**src/rtl/sfx_player.sv**
```systemverilog
// Table-driven square-wave sound-effect sequencer with priority preemption.
// Each effect is a fixed list of (half-period divisor, toggle count) notes.
module sfx_player #(
  parameter int NUM_SFX = 4,
  parameter int NOTES   = 4,
  parameter int DIV_W   = 16,
  parameter int DUR_W   = 16,
  parameter logic [NUM_SFX*NOTES*(DIV_W+DUR_W)-1:0] NOTE_TABLE = '0,
  localparam int ID_W   = (NUM_SFX > 1) ? $clog2(NUM_SFX) : 1
) (
  input  logic               clk,
  input  logic               rst,
  input  logic [NUM_SFX-1:0] trig,
  input  logic               mute,
  output logic               beep,
  output logic               busy,
  output logic [ID_W-1:0]    sfx_id,
  output logic               done
);

  localparam int IDX_W = (NOTES > 1) ? $clog2(NOTES) : 1;
  localparam int ENT_W = DIV_W + DUR_W;

  typedef enum logic [1:0] {IDLE, LOAD, PLAY} state_t;

  state_t            state_reg, state_next;
  logic [DIV_W-1:0]  cnt_reg, cnt_next;
  logic [DUR_W-1:0]  tog_reg, tog_next;
  logic [IDX_W-1:0]  idx_reg, idx_next;
  logic [ID_W-1:0]   sfx_id_reg, sfx_id_next;
  logic [DIV_W-1:0]  div_reg, div_next;
  logic [DUR_W-1:0]  dur_reg, dur_next;
  logic              phase_reg, phase_next;
  logic              beep_reg, beep_next;
  logic              done_reg, done_next;

  // Unpack the flat parameter table into per-effect, per-note lookups.
  logic [DIV_W-1:0] div_tab [NUM_SFX][NOTES];
  logic [DUR_W-1:0] dur_tab [NUM_SFX][NOTES];

  for (genvar gi = 0; gi < NUM_SFX*NOTES; gi++) begin : g_tab
    assign div_tab[gi/NOTES][gi%NOTES] = NOTE_TABLE[gi*ENT_W+DUR_W +: DIV_W];
    assign dur_tab[gi/NOTES][gi%NOTES] = NOTE_TABLE[gi*ENT_W +: DUR_W];
  end

  logic [IDX_W-1:0] idx_inc;
  logic             last_note;
  logic [DIV_W-1:0] cur_div, nxt_div;
  logic [DUR_W-1:0] cur_dur, nxt_dur, dur_last;
  logic [ID_W-1:0]  win;
  logic             accept;
  logic             toggle;
  logic             note_end;

  assign idx_inc   = idx_reg + 1'b1;
  assign last_note = (idx_reg == IDX_W'(NOTES-1));
  assign cur_div   = div_tab[sfx_id_reg][idx_reg];
  assign cur_dur   = dur_tab[sfx_id_reg][idx_reg];
  assign nxt_div   = last_note ? '0 : div_tab[sfx_id_reg][idx_inc];
  assign nxt_dur   = last_note ? '0 : dur_tab[sfx_id_reg][idx_inc];
  // A zero duration plays as a single toggle.
  assign dur_last  = (dur_reg == '0) ? '0 : dur_reg - 1'b1;
  assign toggle    = (state_reg == PLAY) && (cnt_reg == div_reg - 1'b1);
  assign note_end  = toggle && (tog_reg == dur_last);

  always_comb begin
    win = '0;
    for (int i = NUM_SFX-1; i >= 0; i--) begin
      if (trig[i]) win = ID_W'(i);
    end
  end

  assign accept = (|trig) && ((state_reg == IDLE) || (win <= sfx_id_reg));

  always_comb begin
    state_next  = state_reg;
    cnt_next    = cnt_reg;
    tog_next    = tog_reg;
    idx_next    = idx_reg;
    sfx_id_next = sfx_id_reg;
    div_next    = div_reg;
    dur_next    = dur_reg;
    phase_next  = phase_reg;
    beep_next   = mute ? 1'b0 : beep_reg;
    done_next   = 1'b0;

    case (state_reg)
      IDLE: begin
        beep_next  = 1'b0;
        phase_next = 1'b0;
      end
      LOAD: begin
        if (cur_div == '0) begin
          state_next = IDLE;
          beep_next  = 1'b0;
          phase_next = 1'b0;
        end else begin
          div_next   = cur_div;
          dur_next   = cur_dur;
          cnt_next   = '0;
          tog_next   = '0;
          state_next = PLAY;
        end
      end
      PLAY: begin
        if (toggle) begin
          cnt_next   = '0;
          tog_next   = tog_reg + 1'b1;
          phase_next = ~phase_reg;
          beep_next  = mute ? 1'b0 : ~phase_reg;
          if (note_end) begin
            if (last_note || (nxt_div == '0)) begin
              state_next = IDLE;
              beep_next  = 1'b0;
              phase_next = 1'b0;
              done_next  = 1'b1;
            end else begin
              idx_next = idx_inc;
              div_next = nxt_div;
              dur_next = nxt_dur;
              tog_next = '0;
            end
          end
        end else begin
          cnt_next = cnt_reg + 1'b1;
        end
      end
      default: state_next = IDLE;
    endcase

    // A new effect wins over everything except the completion pulse.
    if (accept) begin
      state_next  = LOAD;
      sfx_id_next = win;
      idx_next    = '0;
      cnt_next    = '0;
      tog_next    = '0;
      beep_next   = 1'b0;
      phase_next  = 1'b0;
    end
  end

  always_ff @(posedge clk or posedge rst) begin
    if (rst) begin
      state_reg  <= IDLE;
      cnt_reg    <= '0;
      tog_reg    <= '0;
      idx_reg    <= '0;
      sfx_id_reg <= '0;
      div_reg    <= '0;
      dur_reg    <= '0;
      phase_reg  <= 1'b0;
      beep_reg   <= 1'b0;
      done_reg   <= 1'b0;
    end else begin
      state_reg  <= state_next;
      cnt_reg    <= cnt_next;
      tog_reg    <= tog_next;
      idx_reg    <= idx_next;
      sfx_id_reg <= sfx_id_next;
      div_reg    <= div_next;
      dur_reg    <= dur_next;
      phase_reg  <= phase_next;
      beep_reg   <= beep_next;
      done_reg   <= done_next;
    end
  end

  assign beep   = beep_reg;
  assign busy   = (state_reg != IDLE);
  assign sfx_id = sfx_id_reg;
  assign done   = done_reg;

endmodule

```
**config.mk**
```make
export PLATFORM = sky130hd
export DESIGN_NAME = sfx_player
export DESIGN_NICKNAME = d
export VERILOG_FILES = /design/src/rtl/sfx_player.sv
export SDC_FILE = /design/constraint.sdc
export NUM_CORES = 1
export LEC_CHECK = 0
export BUFFER_PORTS_ARGS = -buffer_cell sky130_fd_sc_hd__clkbuf_2
export CORE_AREA = 4 4 41 43
export CTS_CLUSTER_SIZE = 16
export DETAILED_ROUTE_END_ITERATION = 8
export DIE_AREA = 0 0 45 47
export PLACE_DENSITY = 0.41
export SKIP_LAST_GASP = 1
export SLEW_MARGIN = 40
export SYNTH_ARGS = -nofsm -noshare
export SYNTH_HDL_FRONTEND = slang
export SYNTH_SLANG_ARGS = --single-unit
export TNS_END_PERCENT = 100
```
**constraint.sdc**
```tcl
create_clock -name clk -period 3.15 [get_ports clk]
set_input_delay 0.63 -clock clk [delete_from_list [all_inputs] [get_ports clk]]
set_output_delay 0.63 -clock clk [all_outputs]
set_load 0.005 [all_outputs]
```
* Word-level counts from Yosys, hierarchy flattened
Cells that the tools add are included.
Word-level totals: logic and storage cells 118, register bits after elaboration 57, input port bits 7
Operators by class: reduce and logical (&&, ||, !) cells 23, magnitude comparators 4, add/subtract/negate cells 4, bitwise gates (word level) 4, mux-type cells 58, eq/ne operators 16
Operator list (number):
- $mux W16 | 17
- $bmux W64 S2 | 1
- $mux W64 | 2
- $pmux W16 S2 | 3
- $bmux W16 S2 | 2
- $logic_not A16 Y1 | 3
- $add A16 B1 Y16 const B | 2
- $eq A16 B16 Y1 | 2
- $mux W2 | 14
- $mux W1 | 16
- $sub A16 B1 Y16 const B | 1
- $ne A2 B2 Y1 const B | 6
- $ne A3 B3 Y1 const B | 4
- $reduce_bool A2 Y1 | 5
- $ge A3 B3 Y1 const B | 3
- $not A2 Y3 | 3
- $reduce_and A4 Y1 | 2
- $pmux W1 S3 | 2
- $pmux W2 S3 | 1
- $reduce_and A3 Y1 | 2
- $reduce_and A5 Y1 | 1
- $eq A2 B2 Y1 const B | 2
- $reduce_bool A4 Y1 | 1
- $reduce_or A4 Y1 | 1
- other kinds (10) | 13

* Logic depth before layout (Yosys ltp)
depth in word-level cells 15, depth in mapped cells 6, mapped depth without buffers 6

* Worst setup path before layout
OpenSTA, ideal clock, no wires.
path type input to register, from in trig[0], to reg sfx_id_reg[1], in the netlist sfx_id[1], setup slack 1.144 ns, stages on the path 5, data arrival time 1.912 ns, library setup time 0.094 ns, path buffers 0, path through or2_2 -> nor2_1 -> ha_1 -> a221o_2 -> a221oi_2
Between the ends: cells in the longest elaborated chain, start to end 4, elaborated cells on any way between the ends 5, those cells by class order compare (1); mux (1); reduce/logical (3)
Ends and longest elaborated chain:
- start, declared | RTL line 13 | input logic [NUM_SFX-1:0] trig,
- $mux W2 * | RTL line 69 | if (trig[i]) win = ID_W'(i);
- via win[1] | RTL line 50 | logic [ID_W-1:0] win;
- $le A2 B2 Y1 | RTL line 73 | assign accept = (|trig) && ((state_reg == IDLE) || (win <= sfx_id_reg));
- $logic_or A1 B1 Y1 | RTL line 73
- $logic_and A1 B1 Y1 | RTL line 73
- end signal, assigned | RTL line 160 | sfx_id_reg <= sfx_id_next;
- end, declared | RTL line 30 | logic [ID_W-1:0] sfx_id_reg, sfx_id_next;
The timed path passes the listed nets; every way through them passes the cells marked *. A chain may end at the register's enable or synchronous reset.

* Worst setup path after layout
Same ends and word-level chain as after synthesis.

==> qor.yml <==
routing:
  via_per_inst: 4.286
  drt-initial-drc-count: 4
  ant_nets_after_route: 0
  dr.pass1.iters: 2
  wl_per_cell_microns: 10.23
  drcViolationCount: 0
  drt-total-wl_microns: 573
  overall_via_count_from_detail_route: 240
clocking:
  clock_insertion_delay_worst_skew_ps: 230
  htreeDepth: 1
  cts-buffers-inserted: 3
  postCtsResizedCells: 0
  path_clk_slew_ps: 30
  clock-root-buffer: "sky130_fd_sc_hd__clkbuf_4"
  cts_tree: "built"
  cts.repair_timing.setup_buffer_count: 0
  ctsHoldBuffers: 0
  cts.path.max_buffers: 2
  number_of_clock_sinks: 3
final_layout:
  syn2layout_area_growth_pct: 28.23
  nNetsFinal: 51
  layout_commonest_cell: "sky130_fd_sc_hd__clkbuf_2"
  drive_gt1_share_pct: 39.02
  antenna-diode-count: 0
  largest_reg_flops: 2
  most_frequent_cells_in_the_layout: "sky130_fd_sc_hd__clkbuf_2, sky130_fd_sc_hd__inv_1, sky130_fd_sc_hd__clkbuf_4, sky130_fd_sc_hd__dfrtp_1"
  fillerInstances: 152
yosys:
  ys_seq_area_share_pct: 28.71
  synth-warning-count: 0
  synthDistinctLibCells: 17
  fraction_of_post_synthesis_cell_area_in_the_top_cell_type_by_area_pct: 28.71
  synth.avg_cell_area_sq_um: 8.717
  synth_largest_area_cell: "sky130_fd_sc_hd__dfrtp_1"
  yosys-top-cells-area: "sky130_fd_sc_hd__dfrtp_1, sky130_fd_sc_hd__a221oi_2, sky130_fd_sc_hd__ha_1"
  postSynthCellCount: 30
  synth.cell_area_sq_um: 261.5
  synth-seq-cells: 3
timing:
  finalWorstSetupSlack_ps: 1177
  timing.final.setup_violations: 0
  min_period_over_period_pct: 62.63
  hold_ws_ps: 242.5
  fin_tns_setup_ps: 0
  fin_skew_ps: 0.5443
  unrepaired_setup_endpoints_after_global_routing: "no"
  max_freq_ghz: 0.5069
  timing.final.max_slew_violations: 0
  finalWorstPathRequiredPeriod_ps: 1973
  hold_viol_final: 0
min_path:
  hold_path_class: "in2async"
floorplanning:
  die_area_sq_um: 2115
  core_sq_um: 1301
  floorplan.initialDensity_pct: 20.10
  rows: 13
  boundaryPins: 12
  dieWidth_microns: 45
  die_y_microns: 47
grt:
  first_global_vias: 251
  largest_net_degree_at_the_start_of_global_routing: 6
  grt_first_pass_wirelength_microns: 993
  gr-usage-all-layers_pct: 6.877
  grt-ovfl-total: 0
  number_of_antenna_violations_at_the_first_check_in_global_routing: 0
place:
  place_ws_ps: 927.3
  gp_congestion: 0.7585
  placement.io_buffers: 8
  dp_hpwl_microns: 502.6
power:
  cell_internal_pwr_mw: 0.1771
  total_leakage_power_nw: 0.1774
  switching_share_pct: 37.35
  power.net_switching_mw: 0.1056
  powerDensity_nw_per_um2: 842.8
  clockPowerShare_pct: 23.1
  seqPwrFrac_pct: 25.8
  vdd.ir_drop.worst_mv: 0.2575
  total_power_mw: 0.2826
  combinationalPowerShare_pct: 51.1
setup_path:
  crit_path_start_kind: "primary input"
  cp.required_ps: 3280
  type_of_the_worst_setup_path: "in2reg"
  arrival_ps: 2100
  endpoint_class_of_the_critical_path: "flop"
  path_max_fanout: 3
outcome:
  outcome: "complete, no violations"
flow_run:
  max-cap-violations: 0
==> stage by stage <==
stage	utilization, %	std cells	instance area, sq um
after global placement	23.75	52	309.0
after floorplan	-	31	265.3
after CTS	25.77	56	335.3
after detailed placement	23.75	52	309.0
final	25.77	56	335.3
after global routing	25.77	56	335.3
==> final cells by class <==
| type | count | area [sq um] | share of cell area (%) |
|---|---|---|---|
| Multi-Input combinational cell | 21 | 156.4 | 46.64 |
| Sequential cell | 3 | 75.07 | 22.39 |
| Timing Repair Buffer | 8 | 40.04 | 11.94 |
| Clock buffer | 4 | 26.28 | 7.836 |
| Inverter | 5 | 18.77 | 5.597 |
| Tap cell | 15 | 18.77 | 5.597 |
==> routing by layer <==
metal  track usage [%]  share of wire [%]  up-vias
li1                  -                  -      121
met1             6.834                 39      116
met2             10.73                 56        3
met3             1.533                4.4        0
met4             8.772                  0        0
met5                 0                  0        -
==> power by group through the flow <==
stage / Sequential [mW] / Clock, mW / Combinational, mW
floorplan: 0.0718 / 0 / 0.104
global placement: 0.0741 / 0 / 0.143
detailed placement: 0.0731 / 0 / 0.147
CTS: 0.0725 / 0.0701 / 0.148
global route: 0.0758 / 0.0720 / 0.164
finish: 0.0730 / 0.0653 / 0.144
==> critical path: stages <==
cell                       delay [ps]
sky130_fd_sc_hd__clkbuf_2         100
sky130_fd_sc_hd__or2_2            330
sky130_fd_sc_hd__nor2_1           100
sky130_fd_sc_hd__ha_1             260
sky130_fd_sc_hd__a221o_2          410
sky130_fd_sc_hd__a221oi_2         280
==> path summary, 6_finish.rpt <==
path	from	endpoint	slack [ps]	cells after the start
max in group asynchronous	rst	sfx_id[0]	2780	2
max reg2reg	sfx_id[1]	sfx_id[1]	1570	5
min	rst	sfx_id[1]	240	2
min reg2reg	state_reg[0]	sfx_id[1]	630	2
min in group clk	state_reg[0]	sfx_id[1]	630	2
max	trig[0]	sfx_id[1]	1180	6
==> cells in the mapped netlist, drive strengths merged <==
cell,count
nand2,2
nor3b,1
ha,2
a21o,2
nor3,2
clkinv,1
a221o,1
and3,1
a221oi,2
inv,4
dfrtp,3
o31a,1
nor2,2
or2,1
nand2b,2
conb,1
buf,2
==> cell families (layout without fill, tap and decap cells) <==
kind of cell | count (synthesis) | after routing | share of synthesized area, %
simple gates | 11 | 11 | 22.02
buf+inv | 7 | 17 | 12.91
compound gates | 6 | 6 | 25.36
flops | 3 | 3 | 28.71
fa+ha+maj | 2 | 2 | 9.568
other cells | 1 | 2 | 1.434
(Power assumes the default switching activity.)
